--- src/rtl/pwm_duty_modulator_pkg.sv ---
// pwm_duty_modulator_pkg: shared types and constants for the PWM duty modulator.
package pwm_duty_modulator_pkg;
  localparam int DUTY_W       = 6;
  localparam int PERIOD_TICKS = 2 ** DUTY_W;
  typedef logic [DUTY_W-1:0] duty_t;
  typedef enum logic [1:0] {IDLE, RUN, DRAIN} state_e;
endpackage

--- src/rtl/pwm_duty_modulator_enable_synchroniser.sv ---
// pwm_duty_modulator_enable_synchroniser: 2-flop synchroniser for asynchronous switch inputs.
module pwm_duty_modulator_enable_synchroniser (
  input  logic clk_i,
  input  logic rst_ni,
  input  logic d_i,
  output logic q_o
);
  logic [1:0] sync_q;
  always_ff @(posedge clk_i or negedge rst_ni)
    if (!rst_ni) sync_q <= '0;
    else         sync_q <= {sync_q[0], d_i};
  assign q_o = sync_q[1];
endmodule

--- src/rtl/pwm_duty_modulator.sv ---
// pwm_duty_modulator: glitch-free PWM from a period-sampled duty word.
// Define PWM_COMPLEMENT_EN to add the dead-time separated complementary output PWM_Out_N.
module pwm_duty_modulator
  import pwm_duty_modulator_pkg::*;
#(
  parameter int CLK_DIV = 50
`ifdef PWM_COMPLEMENT_EN
  , parameter int DEAD_TICKS = 2
`endif
) (
  input  logic  sysclk,
  input  logic  Reset_n,
  input  logic  Enable_SW_0,
  input  duty_t Duty_In,
  output logic  PWM_Out,
`ifdef PWM_COMPLEMENT_EN
  output logic  PWM_Out_N,
`endif
  output logic  Period_Start,
  output duty_t Duty_Active,
  output logic  Busy
);
  localparam int PRE_W = (CLK_DIV > 1) ? $clog2(CLK_DIV) : 1;
  state_e state_q, state_d;
  logic [PRE_W-1:0] pre_q, pre_d;
  duty_t tick_q, tick_d, duty_q, duty_d;
  logic pwm_q, pwm_d, start_q, start_d, en_s, pre_wrap, pend, idle;
  pwm_duty_modulator_enable_synchroniser u_en_sync (
    .clk_i  (sysclk),
    .rst_ni (Reset_n),
    .d_i    (Enable_SW_0),
    .q_o    (en_s)
  );
  always_ff @(posedge sysclk or negedge Reset_n)
    if (!Reset_n) state_q <= IDLE;
    else          state_q <= state_d;
  // A dropped enable only drains: the period in flight always runs to its end.
  always_comb begin
    idle    = (state_q == IDLE);
    state_d = en_s ? RUN : (idle || pend) ? IDLE : DRAIN;
  end
  always_comb begin
    start_d = en_s && (idle || pend);
    duty_d  = start_d ? Duty_In : duty_q;
    pwm_d   = (state_d != IDLE) && (tick_d < duty_d);
  end
  always_comb begin
    pre_wrap = (pre_q == PRE_W'(CLK_DIV - 1));
    pend     = pre_wrap && (tick_q == duty_t'(PERIOD_TICKS - 1));
    pre_d    = (idle || pre_wrap) ? '0 : pre_q + 1'b1;
    tick_d   = idle ? '0 : pre_wrap ? tick_q + 1'b1 : tick_q;
  end
  always_ff @(posedge sysclk or negedge Reset_n)
    if (!Reset_n) begin
      pre_q   <= '0;
      tick_q  <= '0;
      duty_q  <= '0;
      pwm_q   <= 1'b0;
      start_q <= 1'b0;
    end else begin
      pre_q   <= pre_d;
      tick_q  <= tick_d;
      duty_q  <= duty_d;
      pwm_q   <= pwm_d;
      start_q <= start_d;
    end
`ifdef PWM_COMPLEMENT_EN
  // 7-bit compare so duty+dead-time cannot wrap back into the period.
  logic pwmn_q, pwmn_d;
  always_comb
    pwmn_d = (state_d != IDLE)
          && ({1'b0, tick_d} >= ({1'b0, duty_d} + 7'(DEAD_TICKS)))
          && ({1'b0, tick_d} <= 7'(PERIOD_TICKS - 1 - DEAD_TICKS));
  always_ff @(posedge sysclk or negedge Reset_n)
    if (!Reset_n) pwmn_q <= 1'b0;
    else          pwmn_q <= pwmn_d;
  assign PWM_Out_N = pwmn_q;
`endif
  assign PWM_Out      = pwm_q;
  assign Period_Start = start_q;
  assign Duty_Active  = duty_q;
  assign Busy         = (state_q != IDLE);
endmodule

--- config.mk ---
export PLATFORM = sky130hd
export DESIGN_NAME = pwm_duty_modulator
export DESIGN_NICKNAME = d
export VERILOG_FILES = /design/src/rtl/pwm_duty_modulator_pkg.sv /design/src/rtl/pwm_duty_modulator_enable_synchroniser.sv /design/src/rtl/pwm_duty_modulator.sv
export SDC_FILE = /design/constraint.sdc
export NUM_CORES = 1
export LEC_CHECK = 0
export CAP_MARGIN = 10
export CORE_MARGIN = 5
export CORE_UTILIZATION = 48
export DETAILED_ROUTE_END_ITERATION = 10
export GPL_ROUTABILITY_DRIVEN = 0
export PLACE_DENSITY = 0.78
export SYNTH_ARGS = -nofsm -noshare
export SYNTH_HDL_FRONTEND = slang
export SYNTH_SLANG_ARGS = --single-unit
--- constraint.sdc ---
create_clock -name sysclk -period 2.6 [get_ports sysclk]
set_clock_uncertainty 0.1 [all_clocks]
set_input_delay 0.78 -clock sysclk [delete_from_list [all_inputs] [get_ports sysclk]]
set_output_delay 0.78 -clock sysclk [all_outputs]
set_load 0.02 [all_outputs]
==> flow_metrics.tcl, run 1 <==
set metrics [dict create \
    busiest_layer "met2" \
    place_area_mm2 0.001544 \
    ios 18 \
    clk_root_buffer_cell "clkbuf_4" \
    ys_seq_area_frac 0.4734 \
    cts_tree "yes" \
    h-tree-depth 1 \
    first_global_vias 1048 \
    cp_max_fo 6 \
    initial_core_util 0.5075 \
    synth-seq-cells 24 \
    viasPerCell 5.842 \
    worst_pin_slew_ns 0.4502 \
    drv_cap 0 \
    row_count 18 \
    globalRouteMet1Util 0.2205 \
    final_util 0.6967 \
    regArea_um2 600.6 \
    synth_fp_nets 130 \
    crit_chain "ha_2, nand3_4, nor4_4, o21ai_4, buf_6, mux2i_1, ha_2, buf_4, o21ai_1, nor3b_1, a211oi_1" \
    syn_inst 113 \
    worst_slack_ns -0.03041 \
    yosys_warnings 0 \
    die_w_um 61.41 \
    die_y_um 61.41 \
    drc_errors 0 \
    dr.pass1.iters 4 \
    syn_area_mm2 0.001269 \
    slew_violations 0 \
    grt_max_degree 25 \
    grt_setup_unrepaired "true" \
    grt_pass1_wl_um 4802 \
    clk_pin_slew_ns 0.15 \
    synth_top_cell_area_share 0.4734 \
    clock_path_buffers 2 \
    nNetsFinal 172 \
    startpoint_type "flop" \
    power_uw 957.2 \
    clkSinkCount 24 \
    synth_area_leader_cell "dfrtp_1" \
    clock_latency_ns 0.33 \
    insertedDiodeCount 0 \
    finalCriticalPeriod_ns 2.630 \
    antenna_left 0 \
    finalWirelength_um 3326 \
    grtUsageMet2 0.2946 \
    crit_type "flop to flop" \
    critical-path-max-stage-delay_ns 0.42 \
    maxClockFrequency_ghz 0.3802 \
    portBuffers 17 \
    hpwlAfterDp_um 2015 \
    tns_ns -0.03041 \
    instances_no_fill 184 \
    placed_cells 170 \
    cpMaxStageDelayCell "dfrtp_1" \
    critPathArrivalTime_ns 2.78 \
    cts_buffers 3 \
    fin_crit_sh 1.012 \
    worst_hold_path_type "flop to flop" \
    drt_first_iter_violations 40 \
    peakVddDrop_v 0.0004126 \
    fp.dieArea_mm2 0.003771 \
    vias 1075 \
    synth.avg_cell_area_um2 11.23 \
    grt-ovfl-total 0 \
    maxSlewHeadroom 0.6978 \
    antenna_found_initial 0 \
    p_per_area_mw_per_mm2 549.6 \
    cp_data_required_time_ns 2.75 \
    synth_cell_type_count 34 \
    status "finished with violations" \
    grtUsageTotal 0.1723 \
    synth_area_leaders "dfrtp_1 (47%), ha_1 (7.9%), xnor2_1 (4.8%), mux2_4 (4.7%), nor2_1 (4.4%)" \
    drive_gt1_frac 0.3182 \
    multiInputGateArea_um2 706.9 \
    finalHoldViolations 0 \
    gr-usage-met3 0.02516 \
    core_region_area_mm2 0.002500 \
    p_leak_nw 0.7792 \
    violations "setup timing" \
    finalSetupViolCount 1 \
    final_area_mm2 0.001742 \
    end_kind "flop" \
    wl_per_cell_um 18.08 \
    syn_to_final_growth_pct 37.28 \
    path_common_cell "ha_2" \
    num-fill-cells 170 \
]
[where the power goes]
part           internal [mW]  switching, mW  total (mW)  leakage (nW)
clock network         0.0857          0.119       0.205        0.0210
logic                  0.158          0.157       0.315         0.455
registers              0.411         0.0271       0.438         0.303
[cells in the final DEF, fill, tap and decap left out, types with 5 or more instances in the layout]
| cell | count |
|---|---|
| nand2_1 | 6 |
| clkdlybuf4s50_1 | 16 |
| nor2_1 | 14 |
| buf_4 | 21 |
| mux2i_1 | 5 |
| xnor2_1 | 7 |
| dfrtp_1 | 24 |
| inv_1 | 5 |
| ha_1 | 5 |
[Yosys cell counts, drive strengths merged]
library cell and n:
nand2 6, inv 5, dfrtp 24, o221a 1, xor2 2, nor4b 1, mux2 5, or4 1
o211ai 1, nand4 1, ha 8, a211oi 1, buf 2, or2 1, nand4bb 1, and4 1
a21oi 3, nor3 3, nor2 16, xnor2 7, o2bb2ai 1, nor3b 1, o21ai 5, a2111oi 1
a2bb2oi 1, nand3 6, mux2i 5, nor4 3
[worst max-delay path, delay by kind of cell, from the launching register on]
kind | cells | cell delay (ns)
and+or+nand+nor | 3 | 0.57
muxes | 1 | 0.12
DFF | 1 | 0.42
adders and majority gates | 2 | 0.44
buffers and inverters | 2 | 0.30
AOI/OAI and AO/OA | 3 | 0.61
[registers in the layout (all words and copies together), names as in the netlist]
register / cells
Duty_Active: 6
pre_q: 6
tick_q: 6
state_q: 2
u_en_sync.sync_q: 2
PWM_Out: 1
Period_Start: 1
[repair_timing]
action | 4_1_cts | 5_1_grt
hold buffers | 0 | 0
buffers inserted | 5 | 5
hold endpoints to repair | 0 | 0
endpoints found under the setup margin | 1 | 1
resized for setup | 7 | 14
pin swaps | 4 | 7
[path summary, 6_finish.rpt]
path / startpoint / endpoint / slack, ns / cells after the start
max: tick_q[0]$_DFF_PN0_ / PWM_Out$_DFF_PN0_ / -0.03 / 11
min: u_en_sync.sync_q[0]$_DFF_PN0_ / u_en_sync.sync_q[1]$_DFF_PN0_ / 0.27 / 0
max reg2reg: tick_q[0]$_DFF_PN0_ / PWM_Out$_DFF_PN0_ / -0.03 / 11
min reg2reg: u_en_sync.sync_q[0]$_DFF_PN0_ / u_en_sync.sync_q[1]$_DFF_PN0_ / 0.27 / 0
max in group asynchronous: Reset_n / state_q[1]$_DFF_PN0_ / 1.46 / 2
min in group asynchronous: Reset_n / tick_q[2]$_DFF_PN0_ / 0.69 / 2
[cell type report]
cell class / instances / area share
Multi-Input combinational cell: 82 / 0.4059
Sequential cell: 24 / 0.3448
Timing Repair Buffer: 39 / 0.1961
Tap cell: 30 / 0.02155
Clock buffer: 4 / 0.02083
Inverter: 5 / 0.01078
[per-stage QoR]
step | hold WS [ns] | worst slack (ns)
2_1_floorplan | 0.2312 | 0.05720
3_3_place_gp | 0.2322 | 0.05884
3_5_place_dp | 0.2457 | -0.03722
4_1_cts | 0.2752 | 0.002822
5_1_grt | 0.2795 | -0.1314
6_report | 0.2693 | -0.03041
[cells by family (layout without fill, tap and decap cells)]
family	Yosys count	count (layout)	synth area share
buf+inv	7	48	0.03254
simple gates	41	41	0.1815
compound gates	14	14	0.07593
xor+xnor	9	9	0.06213
mux	10	10	0.09566
flops	24	24	0.4734
fa+ha+maj	8	8	0.07890
[layer usage]
| metal | vias to the layer above | share of wire |
|---|---|---|
| li1 | 489 | - |
| met1 | 509 | 0.38 |
| met2 | 61 | 0.51 |
| met3 | 16 | 0.063 |
| met4 | 0 | 0.038 |
| met5 | - | 0 |
Power figures use the tool's default switching activity.
==> run 2: changes to the inputs <==
--- a/config.mk
+++ b/config.mk
@@ -10,7 +10,8 @@
 export CORE_UTILIZATION = 48
 export DETAILED_ROUTE_END_ITERATION = 10
 export GPL_ROUTABILITY_DRIVEN = 0
-export PLACE_DENSITY = 0.78
+export PLACE_DENSITY_LB_ADDON = 0.05
 export SYNTH_ARGS = -nofsm -noshare
 export SYNTH_HDL_FRONTEND = slang
 export SYNTH_SLANG_ARGS = --single-unit
+export TNS_END_PERCENT = 100
==> run 2 against run 1 <==
The run now ends clean; critical endpoint unchanged; combinational power up 6%; routed wire length down 7.1%; design area up 5.5%; clock power up 36%; sequential power about the same; non-clock buffer count up 4; worst hold slack better by 0.015 ns; global-route usage up 0.48 points; via count down 1.2%; final cell count up 2.2%; flip-flop and latch count unchanged; largest cell class unchanged.
==> flow_metrics.tcl, run 2 (synthesized netlist as in run 1, its figures left out) <==
set metrics [dict create \
    status "finished clean" \
    dr.pass1.iters 4 \
    drv_cap 0 \
    initial_core_util 0.5075 \
    clkSinkCount 24 \
    tns_ns 0 \
    ios 18 \
    grt_max_degree 25 \
    vias 1062 \
    maxClockFrequency_ghz 0.3904 \
    final_cell_mix "dfrtp_1 (24), buf_4 (23), clkdlybuf4s50_1 (16)" \
    nNetsFinal 176 \
    syn_to_final_growth_pct 44.87 \
    die_y_um 61.41 \
    place_ws_ns -0.1417 \
    placed_cells 173 \
    p_leak_nw 0.8108 \
    h-tree-depth 1 \
    rr_startpoint "tick_q[1]$_DFF_PN0_" \
    peakVddDrop_v 0.0005274 \
    worst_pin_slew_ns 0.4724 \
    row_count 18 \
    portBuffers 17 \
    p_sw_uw 310.0 \
    fin_crit_sh 0.9853 \
    grt-ovfl-total 0 \
    p_int_uw 741.3 \
    cts_tree "yes" \
    worst_hold_path_type "flop to flop" \
    finalCriticalPeriod_ns 2.562 \
    crit_type "flop to flop" \
    instances_no_fill 188 \
    place_area_mm2 0.001567 \
    insertedDiodeCount 0 \
    drt_first_iter_violations 28 \
    clk_pin_slew_ns 0.14 \
    maxSlewHeadroom 0.6829 \
    finalHoldViolations 0 \
    drive_gt1_frac 0.3671 \
    final_util 0.7352 \
    cts_buffers 3 \
    end_kind "flop" \
    power_mw 1.051 \
    grt_setup_unrepaired "true" \
    viasPerCell 5.649 \
    die_w_um 61.41 \
    core_region_area_mm2 0.002500 \
    pwr-share-clk 0.264 \
    hpwlAfterDp_um 2050 \
    cp_max_fo 6 \
    seqPwrFrac 0.419 \
    cts_hold_buf 0 \
    grt_pass1_wl_um 4816 \
    whs_ns 0.2848 \
    finalSetupViolCount 0 \
    p_per_area_mw_per_mm2 571.9 \
    p_sw_frac 0.2948 \
    antenna_left 0 \
    p_comb_frac 0.317 \
    clock_path_buffers 2 \
    cp_data_required_time_ns 2.72 \
    grtUsageTotal 0.1772 \
    fp.dieArea_mm2 0.003771 \
    startpoint_type "flop" \
    worst_slack_ns 0.03824 \
    hp-start "u_en_sync.sync_q[0]$_DFF_PN0_" \
    clock_latency_ns 0.33 \
    clk_root_buffer_cell "clkbuf_4" \
    drc_errors 0 \
    wl_per_cell_um 16.44 \
    critPathArrivalTime_ns 2.68 \
    layout_commonest_cell "dfrtp_1" \
    antenna_found_initial 0 \
    final_area_mm2 0.001838 \
    finalWirelength_um 3090 \
    crit_start "tick_q[1]$_DFF_PN0_" \
    first_global_vias 1071 \
    slew_violations 0 \
]
## run 2: cell count changes in the layout (fill, tap and decap cells not counted), sizes merged
cell / delta
bufinv: +1
clkbuf: -1
buf: +4
## run 2: area by class of cell
cell class | instances | area (µm²)
multi-input cells | 82 | 749.5
flip-flops and latches | 24 | 600.6
fillers | 171 | 661.9
inverters | 5 | 18.77
well taps | 30 | 37.54
clock inverters | 1 | 30.03
repair buffers | 43 | 379.1
clock buffers | 3 | 22.52
## run 2: final timing paths
| kind | endpoint | slack, ns | cells after the start |
|---|---|---|---|
| setup / recovery | PWM_Out$_DFF_PN0_ | 0.04 | 11 |
| hold / removal | u_en_sync.sync_q[1]$_DFF_PN0_ | 0.28 | 0 |
| hold reg to reg | u_en_sync.sync_q[1]$_DFF_PN0_ | 0.28 | 0 |
| setup reg to reg | PWM_Out$_DFF_PN0_ | 0.04 | 11 |
| max in group asynchronous | Duty_Active[4]$_DFF_PN0_ | 1.48 | 2 |
| min in group asynchronous | Duty_Active[0]$_DFF_PN0_ | 0.69 | 2 |
## run 2: worst max-delay path, cell delays in order (launching register included)
cell,delay (ns)
dfrtp_1,0.38
ha_2,0.21
nand3_4,0.10
nor4_4,0.37
o21ai_4,0.14
buf_6,0.15
mux2i_2,0.23
ha_4,0.21
nor2_4,0.04
o2bb2ai_1,0.12
a2111oi_2,0.31
a211oi_2,0.08
## run 2: repair_timing
item	in CTS	in global routing
setup endpoints to repair	1	2
pin swaps	10	12
buffers inserted	3	8
resized for setup	16	15
## run 2: metal layers
metal	part of all wire	wire, µm	track usage
met3	0.056	172	0.02516
met1	0.40	1225	0.2256
met2	0.50	1541	0.2900
met4	0.049	150	0.09697
met5	0	0	0
## run 2: power groups by stage
| stage | Clock [mW] | Sequential [mW] | Combinational (mW) |
|---|---|---|---|
| 6_report | 0.278 | 0.441 | 0.333 |
| 5_1_grt | 0.301 | 0.446 | 0.359 |
| 4_1_cts | 0.284 | 0.440 | 0.318 |
| 3_5_place_dp | 0 | 0.444 | 0.287 |
| 3_3_place_gp | 0 | 0.441 | 0.282 |
| 2_1_floorplan | 0 | 0.470 | 0.135 |
